==> src/rtl/sign_mag_conv_pipe.sv <==
// rtl/sign_mag_conv_pipe.sv - two-stage two's-complement <-> sign-magnitude converter
// Valid/ready handshake on both sides, leading-zero count and saturation counter.
module sign_mag_conv_pipe #(
  parameter int WIDTH = 12,
  parameter int CNT_W = 16,
  localparam int LZ_W = $clog2(WIDTH)
) (
  input  logic             clk,
  input  logic             rst,
  input  logic             in_valid,
  output logic             in_ready,
  input  logic [WIDTH-1:0] in_data,
  input  logic             in_mode,
  output logic             out_valid,
  input  logic             out_ready,
  output logic [WIDTH-1:0] out_data,
  output logic             out_sign,
  output logic [LZ_W-1:0]  out_lz,
  output logic             out_sat,
  input  logic             sat_clr,
  output logic [CNT_W-1:0] sat_cnt
);

  logic             v1;
  logic             v2;
  logic [WIDTH-1:0] d1;
  logic             m1;
  logic             adv2;

  logic             s1_sign;
  logic             s1_sat;
  logic [WIDTH-2:0] s1_mag;
  logic [WIDTH-2:0] s1_neg_mag;
  logic [WIDTH-1:0] s2_res;
  logic [LZ_W-1:0]  s2_lz;

  function automatic logic [LZ_W-1:0] lz_count(input logic [WIDTH-2:0] m);
    lz_count = LZ_W'(WIDTH - 1);
    for (int i = 0; i < WIDTH - 1; i++) begin
      if (m[i]) lz_count = LZ_W'(WIDTH - 2 - i);
    end
  endfunction

  // Stage 2 advances whenever its slot is free or being emptied downstream.
  assign adv2      = !v2 || out_ready;
  assign in_ready  = !v1 || adv2;
  assign out_valid = v2;

  always_comb begin
    s1_sign    = d1[WIDTH-1];
    s1_sat     = 1'b0;
    s1_neg_mag = (~d1[WIDTH-2:0]) + 1'b1;
    s1_mag     = d1[WIDTH-2:0];
    if (!m1 && s1_sign) begin
      // The most-negative value has no magnitude in WIDTH-1 bits; clamp it.
      if (d1[WIDTH-2:0] == '0) begin
        s1_sat = 1'b1;
        s1_mag = '1;
      end else begin
        s1_mag = s1_neg_mag;
      end
    end
  end

  always_comb begin
    s2_lz = lz_count(s1_mag);
    if (!m1) begin
      s2_res = {s1_sign, s1_mag};
    end else if (s1_sign) begin
      s2_res = (~{1'b0, s1_mag}) + 1'b1;
    end else begin
      s2_res = {1'b0, s1_mag};
    end
  end

  always_ff @(posedge clk or posedge rst) begin
    if (rst) begin
      v1 <= 1'b0;
      d1 <= '0;
      m1 <= 1'b0;
    end else if (in_ready) begin
      v1 <= in_valid;
      if (in_valid) begin
        d1 <= in_data;
        m1 <= in_mode;
      end
    end
  end

  always_ff @(posedge clk or posedge rst) begin
    if (rst) begin
      v2       <= 1'b0;
      out_data <= '0;
      out_sign <= 1'b0;
      out_lz   <= '0;
      out_sat  <= 1'b0;
    end else if (adv2) begin
      v2 <= v1;
      if (v1) begin
        out_data <= s2_res;
        out_sign <= s2_res[WIDTH-1];
        out_lz   <= s2_lz;
        out_sat  <= s1_sat;
      end
    end
  end

  always_ff @(posedge clk or posedge rst) begin
    if (rst) begin
      sat_cnt <= '0;
    end else if (sat_clr) begin
      sat_cnt <= '0;
    end else if (v2 && out_ready && out_sat && (sat_cnt != '1)) begin
      sat_cnt <= sat_cnt + CNT_W'(1);
    end
  end

endmodule

==> config.mk <==
export PLATFORM = sky130hd
export DESIGN_NAME = sign_mag_conv_pipe
export DESIGN_NICKNAME = d
export VERILOG_FILES = /design/src/rtl/sign_mag_conv_pipe.sv
export SDC_FILE = /design/constraint.sdc
export NUM_CORES = 1
export LEC_CHECK = 0
export ABC_AREA = 1
export ABC_CLOCK_PERIOD_IN_PS = 1950
export BUFFER_PORTS_ARGS = -buffer_cell sky130_fd_sc_hd__buf_2
export CAP_MARGIN = 40
export CORE_MARGIN = 2
export CORE_UTILIZATION = 40
export DETAILED_ROUTE_END_ITERATION = 12
export PLACE_DENSITY = 0.68
export REMOVE_ABC_BUFFERS = 1
export SLEW_MARGIN = 20
export SYNTH_ARGS = -nofsm -noshare
export SYNTH_HDL_FRONTEND = slang
export SYNTH_SLANG_ARGS = --single-unit
==> constraint.sdc <==
create_clock -name clk -period 1.95 [get_ports clk]
set_clock_uncertainty 0.1 [all_clocks]
set_input_delay 0.39 -clock clk [delete_from_list [all_inputs] [get_ports clk]]
set_output_delay 0.39 -clock clk [all_outputs]
set_load 0.01 [all_outputs]
# After elaboration in Yosys (flattened, before gate mapping)
# Index checks and enable logic that the tools add are counted.
[word_totals] reg_bits=49 out_inout_bits=36 word_cells=47
[op_classes] addsub=3 n_eq_ne=1 muxes=19 bitwise=2 n_reduce_logical=13
[op_table] op="2-to-1 mux 4 bit" n=10
[op_table] op="2-to-1 mux 16 bit" n=2
[op_table] op="2-to-1 mux 12 bit" n=2
[op_table] op="2-to-1 mux 11 bit" n=2
[op_table] op="adder 16 x 1 -> 16 bit, second input constant" n=1
[op_table] op="!= test 16 bit, second input constant" n=1
[op_table] op="adder 12 x 1 -> 12 bit, second input constant" n=1
[op_table] op="inverter 11 -> 12 bit" n=1
[op_table] op="adder 11 x 1 -> 11 bit, second input constant" n=1
[op_table] op="zero test 11 bit" n=1
[op_table] op="inverter 11 bit" n=1
[op_table] op="logical AND 1 bit" n=4
[op_table] op="AND reduction 2 bit" n=2
[op_table] op="zero test 1 bit" n=3
[op_table] op="2-to-1 mux 1 bit" n=3
[op_table] op="logical OR 1 bit" n=2
[op_table] op="nonzero test 2 bit" n=1

# Depth between registers and ports, before layout
[logic_depth] ltp_word=15 depth_mapped=16 depth_no_buf=16

# Worst setup path after synthesis
# No wires, ideal clock.
[synth_path] path_type="flip-flop to flip-flop" start="register d1[1]" end="register out_lz[0]" t_arrival_ps=1869 required_ps=1734 path_slack_ps=-135 path_stages_with_launch=15 path_cell_list="dfrtp_1 > inv_1 > ha_1 > nand2_2 > nor2_4 > nand3_2 > nand2_1 > ha_1 > nor2_1 > o21ai_0 > a21oi_1 > o21ai_0 > nand2_1 > nand2_1 > nand2_1"
[synth_between] elab_chain_cells=14 elab_cells_between_ends=16
[synth_lines] element="from (decl)" line_no="26" source="logic [WIDTH-1:0] d1;"
[synth_lines] element="from (signal assigned)" line_no="84" source="d1 <= in_data;"
[synth_lines] element="zero test 11 bit" line_no="56" source="if (d1[WIDTH-2:0] == '0) begin"
[synth_lines] element="2-to-1 mux 11 bit" line_no="56"
[synth_lines] element="2-to-1 mux 11 bit" line_no="54" source="if (!m1 && s1_sign) begin"
[synth_lines] element="named net s1_mag[0]" line_no="32" source="logic [WIDTH-2:0] s1_mag;"
[synth_lines] element="2-to-1 mux 1 bit" line_no="40" source="if (m[i]) lz_count = LZ_W'(WIDTH - 2 - i);"
[synth_lines] element="2-to-1 mux 4 bit (10 in a row)" line_no="40"
[synth_lines] element="to (signal assigned)" line_no="102" source="out_lz <= s2_lz;"
[synth_lines] element="to (decl)" line_no="18" source="output logic [LZ_W-1:0] out_lz,"
# The timed path passes the listed nets, and every way through them passes these cells.
# A chain may end at the register's enable or synchronous reset.

# Worst setup path in the final report
[layout_path] start="register d1[0]" end="register out_data[11]"
[layout_between] elab_chain_cells=8 elab_cells_between_ends=9
[layout_lines] element="inverter 11 bit" line_no="52" source="s1_neg_mag = (~d1[WIDTH-2:0]) + 1'b1;"
[layout_lines] element="adder 11 x 1 -> 11 bit" line_no="52"
[layout_lines] element="2-to-1 mux 11 bit" line_no="56"
[layout_lines] element="2-to-1 mux 11 bit (*)" line_no="54"
[layout_lines] element="inverter 11 -> 12 bit (*)" line_no="70" source="s2_res = (~{1'b0, s1_mag}) + 1'b1;"
[layout_lines] element="adder 12 x 1 -> 12 bit (*)" line_no="70"
[layout_lines] element="2-to-1 mux 12 bit (*)" line_no="69" source="end else if (s1_sign) begin"
[layout_lines] element="2-to-1 mux 12 bit (*)" line_no="67" source="if (!m1) begin"
[layout_lines] element="to (signal assigned)" line_no="100" source="out_data <= s2_res;"
[layout_lines] element="to (decl)" line_no="16" source="output logic [WIDTH-1:0] out_data,"
# Every way passes the cells marked *; elsewhere a longest branch is shown, timed or not.

==> flow_summary.json <==
{
  "wl_per_cell_um": 12.5,
  "ys_warn_count": 0,
  "worst_path_max_delay_cell": "dfrtp_1",
  "diodes": 0,
  "synthXorXnorAreaFrac": 0.0180,
  "slew_headroom": 0.720,
  "ios": 54,
  "synthAdderAreaFrac": 0.0171,
  "r2r-start": "d1[0]",
  "die_h_um": 89.4,
  "slew_viol_final": 0,
  "cts-root-buf": "clkbuf_8",
  "overflow": 0,
  "synth_area_per_cell_um2": 7.47,
  "syn2layout_area_growth_pct": 32.1,
  "hp-start": "sat_clr",
  "min_path_cells": 2,
  "ys_seq_area_frac": 0.411,
  "synthMuxAreaShare": 0.00386,
  "fin_nets": 499,
  "crit_top_cell": "nand2_1",
  "maxCapViolCount": 0,
  "place_area_um2": 3450,
  "avgViaCountPerCell": 4.93,
  "hp-class": "in2reg",
  "synth_edf_count": 0,
  "drt_wl_total_mm": 7.19,
  "final_area_um2": 3850,
  "pwr-share-clk": 0.239,
  "rsz0062_at_grt": "true",
  "stdcell_count": 577,
  "grt_pass1_wl_mm": 11.4,
  "clk_latency_ns": 0.30,
  "regToRegSetupSlack_ns": -0.04,
  "cts_tree": "done",
  "synth_compound_area_frac": 0.108,
  "dpl.cell_count": 560,
  "fin_ws_ns": -0.0360,
  "pre_cts_ws_ns": -0.0600,
  "synth_top_family_by_area": "simple AND/OR/NAND/NOR gates",
  "cp.required_ns": 2.05,
  "syn-instance-count": 391,
  "swShare": 0.363,
  "synthArstFlopShare": 1.00,
  "fmax_mhz": 504,
  "synth_area_um2": 2920,
  "dp_hpwl_mm": 5.30,
  "regToRegEndpoint": "out_data[11]",
  "drt_iter0_drc": 105,
  "rr_worst_depth": 12,
  "io_buffers": 53,
  "cts_buffers": 5,
  "holdPathEnd": "sat_cnt[4]",
  "drc": 0,
  "p_seq_frac": 0.390,
  "outcome": "finished, violations left",
  "startpoint_type": "register",
  "report.final.setup_viol": 2,
  "leakagePower_nw": 1.90,
  "track_usage": 0.182,
  "drive_above_1_share": 0.389,
  "numClockSinks": 48,
  "dieArea_um2": 8000,
  "gp_congestion": 0.914,
  "yosys.area_share.simple": 0.362,
  "internal-power_mw": 2.11,
  "violations": "setup timing",
  "drtAntennaViolNets": 0,
  "crit_type": "reg2reg",
  "synth-seq-cells": 48,
  "fp-row-count": 31,
  "dominantRegCellSynth": "dfrtp_1",
  "post-route-period-util": 1.02,
  "peakVddDrop_mv": 0.410,
  "cts_buffer_depth": 2,
  "path_clk_slew_ns": 0.09,
  "die_width_um": 89.4,
  "fillCellCount": 674,
  "period_minus_slack_ns": 1.99,
  "p_comb_frac": 0.371,
  "cts_max_level": 2,
  "crit_chain": "inv_2 > buf_4 > nand3_2 > nand3b_1 > nand3_2 > nand2_1 > nor2_4 > nand2_2 > inv_1 > nand2_1 > o21ai_1 > nand2_1",
  "cp-end-kind": "register",
  "drtPass1Iterations": 4,
  "coreArea_um2": 7180,
  "yosysUniqueCellTypes": 33,
  "antenna_found_initial": 0,
  "p_switching_mw": 1.20,
  "grt_max_degree": 30,
  "grt_pass1_vias": 2550,
  "hold_violations": 0,
  "initial_core_util": 0.407,
  "slowest_delay_ns": 0.40,
  "cp.arrival_ns": 2.09,
  "worst_pin_slew_ns": 0.420,
  "worstPathMaxFanout": 4,
  "vias": 2844,
  "power_density_nw_per_um2": 859
}
-- power groups by stage --
stage,Sequential [mW],Clock (mW),Combinational [mW]
2_1_floorplan,1.36,0,0.618
3_3_place_gp,1.30,0,1.07
3_5_place_dp,1.30,0,1.09
4_1_cts,1.28,0.812,1.10
5_1_grt,1.32,0.855,1.39
6_report,1.29,0.791,1.23
-- critical path: cells and delay by family, from the launching register on --
kind | cells | cell delay (ns)
and+or+nand+nor | 8 | 0.96
AOI/OAI and AO/OA | 1 | 0.12
buffers and inverters | 3 | 0.30
DFF | 1 | 0.40
-- cells in the mapped netlist, types with 5 or more instances --
library cell | instances | share of area
nor2_1 | 50 | 0.064
inv_1 | 34 | 0.044
nand3_2 | 6 | 0.021
nor2_4 | 7 | 0.027
nand3_1 | 27 | 0.046
nand2_1 | 87 | 0.11
a21oi_1 | 24 | 0.041
o21ai_1 | 9 | 0.015
dfrtp_1 | 48 | 0.41
nor3_1 | 5 | 0.0086
nand2_2 | 18 | 0.039
nor2_2 | 6 | 0.013
o21ai_0 | 24 | 0.041
clkbuf_1 | 5 | 0.0064
inv_2 | 9 | 0.012
-- registers in the layout, indices dropped and copies added, names as in the netlist --
register / count
d1: 12
v1: 1
out_sat: 1
sat_cnt: 16
out_data: 12
m1: 1
out_valid: 1
out_lz: 4
-- cells by family after synthesis --
kind of cell | after synthesis
AND/OR/NAND/NOR | 217
AO/OA/AOI/OAI | 61
buffers and inverters | 54
flip-flops | 48
XOR/XNOR | 6
adder cells (fa/ha/maj) | 4
multiplexers | 1
-- repair_timing --
action                                  4_1_cts  5_1_grt
endpoints found under the hold margin        19        0
hold buffers                                  1        0
cloned                                        0        0
endpoints found under the setup margin        9       21
pin swaps                                     1       31
resized for setup                             7       53
setup buffers                                 0        8
-- worst max-delay path by stage --
stage	startpoint	endpoint	slack, ns
6_report	d1[0]	out_data[11]	-0.04
4_1_cts	d1[1]	out_lz[0]	0.004
2_1_floorplan	d1[1]	out_lz[0]	-0.14
5_1_grt	d1[0]	out_data[11]	-0.17
3_5_place_dp	d1[0]	out_data[10]	-0.06
3_3_place_gp	d1[0]	out_data[9]	-0.006
-- layout by cell type (no fill, tap or decap), types with 2 or more instances in the layout --
master    count
nand2_1      77
nor2_2        7
clkbuf_8      7
inv_2        16
xnor2_1       3
inv_1        28
nor4_1        2
xor2_1        3
buf_2        53
nor2_1       41
nor2_4       15
o21ai_1      10
dfrtp_1      48
buf_4        33
nor3_1        4
nand3_1      22
a21oi_1      23
nand3_2      11
o21ai_0      21
nand3b_1      2
ha_4          3
o21ai_2       2
nand2_4       8
nand4_1       3
nand2_2      23
-- final cells by class --
cell class	instances	area, µm²	share of cell area
multi-input cells	289	1680	0.436
flip-flops and latches	48	1200	0.312
repair buffers	88	543	0.141
inverters	45	181	0.0471
well taps	99	124	0.0321
clock buffers	7	96.3	0.0250
clock inverters	1	30.0	0.00779
-- layer usage --
metal | track usage | routed length [µm]
met5 | 0 | 0
met4 | 0.0624 | 239
met3 | 0.0332 | 335
met2 | 0.325 | 3660
met1 | 0.219 | 2960
-- through the flow --
stage	utilization	hold slack (ns)	total power [mW]	TNS [ns]
final	0.537	0.183	3.31	-0.0489
after global routing	0.537	0.182	3.56	-1.07
after CTS	0.503	0.179	3.20	0
after detailed placement	0.481	0.314	2.39	-0.350
after global placement	0.481	0.315	2.37	-0.00633
after floorplan	-	0.356	1.98	-0.693
(Power assumes the default switching activity.)
